===== src/rtl/loopback_loop_counter.sv =====
// Loopback probe generator/checker: one tagged, sequence-numbered probe
// in flight at a time; counts round trips, last latency and losses.
module loopback_loop_counter #(
  parameter logic [15:0] PROBE_TAG = 16'hB0A0,
  parameter int unsigned TIMEOUT   = 4096,
  parameter int unsigned GAP       = 16
) (
  input  logic        user_clk,
  input  logic        user_rst_n,
  input  logic        enable,
  output logic        tx_valid,
  input  logic        tx_ready,
  output logic [63:0] tx_data,
  input  logic        rx_valid,
  input  logic [63:0] rx_data,
  output logic [31:0] loop_cnt,
  output logic [15:0] last_latency,
  output logic [15:0] timeout_cnt,
  output logic        busy
);

  typedef enum logic [1:0] {
    S_IDLE,
    S_SEND,
    S_WAIT,
    S_GAP
  } state_t;

  localparam logic [15:0] TO_LIM  = 16'(TIMEOUT);
  localparam logic [15:0] GAP_LIM = 16'(GAP);

  state_t      state;
  logic [15:0] seq;
  logic [15:0] lat_ctr;
  logic [15:0] gap_ctr;
  logic        xfer;
  logic        hit;
  logic        rx_unused;

  assign xfer      = tx_valid & tx_ready;
  assign hit       = rx_valid && (rx_data[63:32] == {PROBE_TAG, seq});
  assign rx_unused = ^rx_data[31:0];

  always_ff @(posedge user_clk or negedge user_rst_n) begin
    if (!user_rst_n) begin
      state        <= S_IDLE;
      tx_valid     <= 1'b0;
      tx_data      <= '0;
      loop_cnt     <= '0;
      last_latency <= '0;
      timeout_cnt  <= '0;
      busy         <= 1'b0;
      seq          <= '0;
      lat_ctr      <= '0;
      gap_ctr      <= '0;
    end else begin
      unique case (state)
        S_IDLE: begin
          if (enable) begin
            state    <= S_SEND;
            tx_valid <= 1'b1;
            tx_data  <= {PROBE_TAG, seq, 32'h0};
            busy     <= 1'b1;
          end
        end
        S_SEND: begin
          if (xfer) begin
            state    <= S_WAIT;
            tx_valid <= 1'b0;
            lat_ctr  <= 16'd1;
          end else if (!enable) begin
            state    <= S_IDLE;
            tx_valid <= 1'b0;
            busy     <= 1'b0;
          end
        end
        S_WAIT: begin
          // a match on the final cycle wins over the timeout
          if (hit) begin
            loop_cnt     <= loop_cnt + 32'd1;
            last_latency <= lat_ctr;
            seq          <= seq + 16'd1;
            gap_ctr      <= 16'd1;
            state        <= S_GAP;
          end else if (lat_ctr == TO_LIM) begin
            if (timeout_cnt != 16'hFFFF)
              timeout_cnt <= timeout_cnt + 16'd1;
            seq     <= seq + 16'd1;
            gap_ctr <= 16'd1;
            state   <= S_GAP;
          end else begin
            lat_ctr <= lat_ctr + 16'd1;
          end
        end
        S_GAP: begin
          if (gap_ctr == GAP_LIM) begin
            if (enable) begin
              state    <= S_SEND;
              tx_valid <= 1'b1;
              tx_data  <= {PROBE_TAG, seq, 32'h0};
            end else begin
              state <= S_IDLE;
              busy  <= 1'b0;
            end
          end else begin
            gap_ctr <= gap_ctr + 16'd1;
          end
        end
        default: begin
          state    <= S_IDLE;
          tx_valid <= 1'b0;
          busy     <= 1'b0;
        end
      endcase
    end
  end

endmodule

===== config.mk =====
export PLATFORM = sky130hd
export DESIGN_NAME = loopback_loop_counter
export DESIGN_NICKNAME = d
export VERILOG_FILES = /design/src/rtl/loopback_loop_counter.sv
export SDC_FILE = /design/constraint.sdc
export NUM_CORES = 1
export LEC_CHECK = 0
export CORE_MARGIN = 2
export CORE_UTILIZATION = 30
export DETAILED_ROUTE_END_ITERATION = 10
export PLACE_DENSITY = 0.54
export SYNTH_ARGS = -nofsm -noshare
export SYNTH_HDL_FRONTEND = slang
export SYNTH_SLANG_ARGS = --single-unit

===== constraint.sdc =====
create_clock -name user_clk -period 6.55 [get_ports user_clk]
set_clock_uncertainty 0.15 [all_clocks]
set_input_delay 0.655 -clock user_clk [delete_from_list [all_inputs] [get_ports user_clk]]
set_output_delay 0.655 -clock user_clk [all_outputs]
set_load 0.005 [all_outputs]

Word level (Yosys, flattened, before mapping)
Index checks and enable logic that the tools add are counted.
{"block": "word_totals", "inputBits": 69, "out_inout_bits": 130, "ff_bits": 180, "wordCells": 80}
{"block": "classes", "bitwise": 2, "eq_ne": 16, "mux": 31, "reduce_logical": 16, "addsub": 5}
{"cell": "$mux W16", "count": 8}
{"cell": "$mux W64", "count": 2}
{"cell": "$pmux W64 S2", "count": 1}
{"cell": "$add A16 B1 Y16 const B", "count": 4}
{"cell": "$pmux W16 S2", "count": 2}
{"cell": "$add A32 B1 Y32 const B", "count": 1}
{"cell": "$eq A32 B32 Y1", "count": 1}
{"cell": "$eq A16 B13 Y1 const B", "count": 1}
{"cell": "$eq A16 B5 Y1 const B", "count": 1}
{"cell": "$ne A16 B16 Y1 const B", "count": 1}
{"cell": "$reduce_and A4 Y1", "count": 4}
{"cell": "$ne A2 B2 Y1 const B", "count": 7}
{"cell": "$mux W2", "count": 6}
{"cell": "$mux W1", "count": 9}
{"cell": "$pmux W2 S4", "count": 1}
{"cell": "$reduce_bool A2 Y1", "count": 4}
{"cell": "$ne A3 B3 Y1 const B", "count": 2}
{"cell": "$pmux W1 S3", "count": 2}
{"cell": "$reduce_and A2 Y1", "count": 3}
{"cell": "$reduce_and A3 Y1", "count": 2}
{"cell": "$eq A2 B2 Y1 const B", "count": 2}
{"cell": "$reduce_bool A3 Y1", "count": 1}
{"cell": "$eq A2 B1 Y1 const B", "count": 1}
{"cell": "$logic_not A2 Y1", "count": 1}
{"cell": "other kinds (3)", "count": 3}

Depth between registers and ports, before layout
{"block": "depth", "ltp_word": 4, "ltp_mapped": 10, "ltp_nobuf": 8}

Worst setup path before layout
Ideal clock, no wire load.
{"block": "synth_path", "path_kind": "in2reg", "startpoint": "in rx_data[51]", "endpoint": "reg loop_cnt[24]", "path_buffers": 1, "arrival_ps": 2384, "setup_slack_ps": 3937, "stages": 7, "required_time_ps": 6321, "cell_sequence": "nor4b_2 -> nand4_1 -> or3_4 -> or4_4 -> buf_6 -> nor3_4 -> xor2_1"}
{"block": "synth_between", "elab_chain_len": 3}
{"item": "start, declared", "line_no": "15", "source": "input logic [63:0] rx_data,"}
{"item": "$eq A32 B32 Y1", "line_no": "41", "source": "assign hit = rx_valid && (rx_data[63:32] == {PROBE_TAG, seq});"}
{"item": "$logic_and A1 B1 Y1", "line_no": "41"}
{"item": "$reduce_and A2 Y1 (no line)"}
{"item": "end signal, assigned", "line_no": "80", "source": "loop_cnt <= loop_cnt + 32'd1;"}
{"item": "end, declared", "line_no": "16", "source": "output logic [31:0] loop_cnt,"}
Every way passes these cells.
A chain may end at the register's enable or synchronous reset.

Final worst setup path
{"block": "layout_path", "startpoint": "in rx_data[46]", "endpoint": "reg gap_ctr[4]"}
{"block": "layout_between", "elab_chain_len": 4, "word_cells_on_any_way": 6, "classes_between": "eq/ne (2); mux (2); reduce/logical (2)"}
{"item": "$eq A32 B32 Y1 (*)", "line_no": "41"}
{"item": "$logic_and A1 B1 Y1 (*)", "line_no": "41"}
{"item": "$ne A3 B3 Y1 (no line) / $mux W16 (equally long branches)"}
{"item": "$reduce_and A3 Y1 (no line) / $pmux W16 S2 (equally long branches)"}
{"item": "end signal, assigned", "line_no": "106", "source": "gap_ctr <= gap_ctr + 16'd1;"}
{"item": "end, declared", "line_no": "35", "source": "logic [15:0] gap_ctr;"}
Every way passes the cells marked *; elsewhere a longest branch is shown, timed or not.

==> results.ini <==
[finish]
finalNonFillerCells=1098
fillers=2263
drive_above_1_share_pct=8.73
diodes=0
fin_area_um2=8810
layout_common_cells=133 x dfrtp_1, 122 x clkdlybuf4s50_1, 97 x nand2_1
utilization_pct=38.8
final_common_cell=dfrtp_1
final_nets=876
multiInputGateArea_um2=3240
synthToLayoutAreaGrowth_pct=26.7
seq_area_um2=3330

[sta]
tns_ns=0
slew_viol_final=0
finalHoldViolCount=0
tightest_slew_ns=1.15
rsz0062_at_grt=no
fin_crit_sh_pct=50.5
hold_slack_ns=0.0921
setup_viol=0
fin_ws_ns=3.24
relSlewSlack_pct=23.4
min_period_ns=3.31
fmax_mhz=302

[clock_network]
cts_resized=0
hold_buffers=0
post_cts_buffers=0
root_buffer=clkbuf_16
cts_tree=done
cts_made_buffers=17
cts_max_level=4
cts_sinks=133
clockBufferDepth=2
clock_latency_ns=0.42
path_clk_slew_ns=0.06

[worst_setup_path]
path_max_fanout=27
crit_chain=clkdlybuf4s50_1, xnor2_1, nand4_1, nor3_1, a21oi_2, or4_1, a21oi_1
required_ns=6.73
slowest_stage=nor3_1
cp-end-kind=flop
r2r_start=seq[14]
arrival_ns=3.48
startpoint=rx_data[46]
crit_path_max_incr_delay_ns=0.70
path_delay_family=simple AND/OR/NAND/NOR gates
cp_num_buf_inv=1
critPathLaunchType=input pin
worstSetupPathType=input pin to flop

[die]
die_area_um2=24400
num_io_pins=199
die_w_um=156
core_area_um2=22700
die-height_um=156
num_rows=55
initial_utilization_pct=30.6

[synth]
ys_types=53
syn_avg_cell_area_um2=10.2
async_reset_ff_share_pct=100
netlist_area_um2=6950
synth_edf_count=0
ys_seq_area_share_pct=47.9
synth_area_leader_cell=dfrtp_1
ys_seq_elements=133
yosysWarnings=0
ys.flop_type=dfrtp_1
synth_top_area_share_pct=47.9
synthCells=685
synth_area_leaders=dfrtp_1 48%, xnor2_1 6.8%, nand2_1 5.2%, buf_4 5.1%, nand4_1 3.5%

[pwr]
clkPwrFrac_pct=51.6
power_density_nw_per_um2=206
power_frac_comb_pct=3.2
p_leak_nw=3.96
peakVddDrop_mv=0.139
p_sw_uw=426
pwr-share-seq_pct=45.2
total_power_mw=1.82
p_sw_share_pct=23.4
p_int_mw=1.39

[routing]
vias_per_cell=4.76
wl_mm=16.3
drc=0
drtAntennaViolNets=0
drt_iter0_drc=267
vias=5223
wire_per_inst_um=14.8
drtPass1Iterations=4

[grt]
overflow=0
antenna_found_initial=0
gr-usage-all-layers_pct=13.5
grt_max_degree=78
grt_first_pass_wirelength_mm=26.2
grt_pass1_vias=4956

[place]
placed_cell_area_um2=8230
io_buffers=123
dp_slack_ns=2.79
dp_hpwl_mm=11.4
dp.cells=1066
gp_congestion=0.768

[run_status]
status=finished, final reports clean

[run]
maxCapViolCount=0

[worst_hold_path]
hold_class=input pin to async pin

cell usage after synthesis (all sizes together) (7+ instances only):
master / instances
buf: 62
xnor2: 55
inv: 14
or3: 15
nand2: 97
xor2: 22
ha: 7
dfrtp: 133
a21oi: 22
o31ai: 8
o21ai: 20
nand4: 39
clkbuf: 10
or4: 12
nor2: 21
nor3: 14
nand3: 31
and3: 26
nor4: 10
mux2: 17
power by group through the flow:
stage               Clock (mW)  Sequential (mW)  Combinational (mW)
finish                   0.938            0.823              0.0578
global route              1.00            0.822              0.0662
CTS                      0.962            0.823              0.0597
detailed placement           0            0.838              0.0597
global placement             0            0.838              0.0596
floorplan                    0            0.838              0.0340
metal layers:
layer	global-route usage, %	vias up	part of all wire [%]
li1	-	2547	-
met1	18.2	2567	47
met2	22.1	100	49
met3	2.77	9	3.4
met4	3.36	0	0.83
met5	0	-	0
kinds of logic (layout without fill, tap and decap cells):
family	after synthesis	count (layout)	synth area share (%)
and+or+nand+nor	292	292	23.2
other	1	43	0.0539
adders and majority gates	7	7	1.26
DFF	133	133	47.9
buffers and inverters	86	172	7.81
AOI/OAI and AO/OA	67	67	6.17
muxes	22	22	3.85
xor gates and xnor gates	77	77	9.81
sequential cells by signal (all words and copies together) (netlist names), named ones only:
name and flops:
loop_cnt 32, tx_data 17, gap_ctr 16, last_latency 16
lat_ctr 16, seq 16, timeout_cnt 16, busy 1
state 1, tx_valid 1
layout make-up:
class                      instances  area share, %
multi-input combinational        508           36.8
clock buffer                      18           4.98
sequential                       133           37.8
clock inverter                    14           1.60
tap                              285           4.05
timing repair buffer             126           14.2
inverter                          14          0.596
worst reg2reg max path: cells and delay by family, from the launching register on:
kind	cells	cell delay, ns
DFF	1	0.43
xor gates and xnor gates	1	0.22
AOI/OAI and AO/OA	2	0.63
and+or+nand+nor	3	1.57
final timing paths:
check | endpoint | slack, ns | cells past startpoint
max | gap_ctr[4] | 3.24 | 7
min reg2reg | last_latency[15] | 0.31 | 2
max in group asynchronous | gap_ctr[11] | 4.91 | 2
min | last_latency[10] | 0.09 | 1
min in group user_clk | last_latency[15] | 0.31 | 2
max reg2reg | gap_ctr[4] | 3.46 | 6
Note: power is estimated with default switching activity, not from simulation.
==> patch (same flow settings) <==
Encoding of `state_t`: now one-hot (4 bits for 4 states).
--- a/src/rtl/loopback_loop_counter.sv
+++ b/src/rtl/loopback_loop_counter.sv
@@ -21,7 +21,7 @@
 
-  typedef enum logic [1:0] {
-    S_IDLE,
-    S_SEND,
-    S_WAIT,
-    S_GAP
+  typedef enum logic [3:0] {
+    S_IDLE = 4'b0001,
+    S_SEND = 4'b0010,
+    S_WAIT = 4'b0100,
+    S_GAP  = 4'b1000
   } state_t;
Behaviour: same outputs for any inputs over 4 cycles, from zero or initial values and one cycle with user_rst_n low; so few cycles prove little.
==> patch against the original RTL <==
Final area increased by 0.51%; synthesized cell count shrank 3.1%; non-clock buffer count is 2 higher; critical path depth unchanged; worst hold slack improved by 0.011 ns; wire length rose by 0.85%; worst setup slack worse by 0.28 ns; highest routed layer unchanged; synthesized area shrank 0.38%; sequential cell count grew 2.
Power is not compared: it rests on default switching activity, and its combinational part moved more than twofold at a synthesized area within 25%.
==> patch: results (changes against the original RTL) <==
* Result of the run: completed (unchanged)
* Cell chosen for the clock root: sky130_fd_sc_hd__clkbuf_16 (unchanged)
* Crit-path max cell delay at 0.63 ns (was 0.70 ns)
* Area fraction in compound gates after synthesis at 0.05833 (was 0.06171)
* Critical-path top delay cell: sky130_fd_sc_hd__nor4_1 (was sky130_fd_sc_hd__nor3_1)
* Final standard cell utilization of the core at 0.3913 (was 0.3881)
* Number of distinct library cells after synthesis at 57 (was 53)
* Routability congestion estimate from global placement at 0.7456 (was 0.7680)
* Routed via count divided by cell count at 4.879 (was 4.757)
* Wire length of the first global-routing pass at 26610 um (was 26210 um)
* Initial drt markers at 264 (was 267)
* Length of the first detailed-routing pass in iterations at 6 (was 4)
* Cell count after placement at 1050 (was 1066)
* Register area share after synthesis at 0.4878 (was 0.4786)
* Cells after Synth at 664 (was 685)
* Area share of xor/xnor cells in the synthesized design at 0.09861 (was 0.09806)
* Total Power Consumption at slightly above 2000 uW
* Share of cells above drive strength 1 at 0.1004 (was 0.08733)
* Max-slew headroom at the worst pin at 0.2420 (was 0.2336)
* Fraction of synthesized area in multiplexers at 0.05797 (was 0.03850)
* Number of global-route vias before repair at 5020 (was 4956)
* Data arrival, critical path at 3.75 ns (was 3.48 ns)
* Registers with the most flip-flops: loop_cnt x32, tx_data x17 (unchanged)
* All-layer global routing usage at 0.1384 (was 0.1347)
* Highest net fanout along the worst path at 11 (was 27)
* Top area cells in the synthesized netlist: sky130_fd_sc_hd__dfrtp_1 48%, sky130_fd_sc_hd__xnor2_1 6.1%, sky130_fd_sc_hd__buf_4 5.3%, sky130_fd_sc_hd__mux2_2 5.2%, sky130_fd_sc_hd__xor2_1 3.8% (was sky130_fd_sc_hd__dfrtp_1 48%, sky130_fd_sc_hd__xnor2_1 6.8%, sky130_fd_sc_hd__nand2_1 5.2%, sky130_fd_sc_hd__buf_4 5.1%, sky130_fd_sc_hd__nand4_1 3.5%)
* Detailed placement HPWL at 11720 um (was 11450 um)
* Total of fill cells in the finished design at 2242 (was 2263)
* Worst setup slack after placement at 2.578 ns (was 2.789 ns)
* Placement Cell Area at 8262 sq um (was 8233 sq um)
* Via Count at 5279 (was 5223)
==> patch: cell count changes after synthesis, sizes merged, moves of 9 or more <==
cell   unedited run  this run
nand2            97        51
mux2             17        33
nor4             10        24
nor3             14        26
a21oi            22        13
or4              12         3
==> patch: metal layers <==
| layer | up-vias | routed length, um | share of wire | global-route usage |
|---|---|---|---|---|
| met2 | 133 | 7523 | 0.46 | 0.2168 |
| li1 | 2540 | - | - | - |
| met4 | 0 | 171 | 0.010 | 0.03582 |
| met3 | 11 | 761 | 0.046 | 0.03750 |
| met5 | - | 0 | 0 | 0 |
| met1 | 2595 | 7978 | 0.49 | 0.1895 |
==> patch: worst paths after layout <==
check,start,endpoint,slack (ns),cells past startpoint
max,rx_data[48],seq[1]$_DFFE_PN0P_,2.96,7
min,user_rst_n,timeout_cnt[8]$_DFFE_PN0P_,0.10,1
max reg2reg,state[0]$_DFFE_PN1P_,gap_ctr[11]$_DFFE_PN0P_,3.41,5
min reg2reg,loop_cnt[31]$_DFFE_PN0P_,loop_cnt[31]$_DFFE_PN0P_,0.32,1
max in group asynchronous,user_rst_n,lat_ctr[12]$_DFFE_PN0P_,4.86,2
min in group user_clk,loop_cnt[31]$_DFFE_PN0P_,loop_cnt[31]$_DFFE_PN0P_,0.32,1
==> patch: layout make-up <==
type / instances / share of cell area
Sequential cell: 135 / 0.3815
Multi-Input combinational cell: 486 / 0.3607
Timing Repair Buffer: 128 / 0.1434
Clock buffer: 20 / 0.05155
Tap cell: 285 / 0.04025
Clock inverter: 12 / 0.01582
Inverter: 16 / 0.006780
==> patch: logic make-up after synthesis <==
kind of cell | after synthesis
adder cells (fa/ha/maj) | 7
buffers and inverters | 85
AO/OA/AOI/OAI | 60
XOR/XNOR | 78
flip-flops | 135
other | 1
AND/OR/NAND/NOR | 262
multiplexers | 36
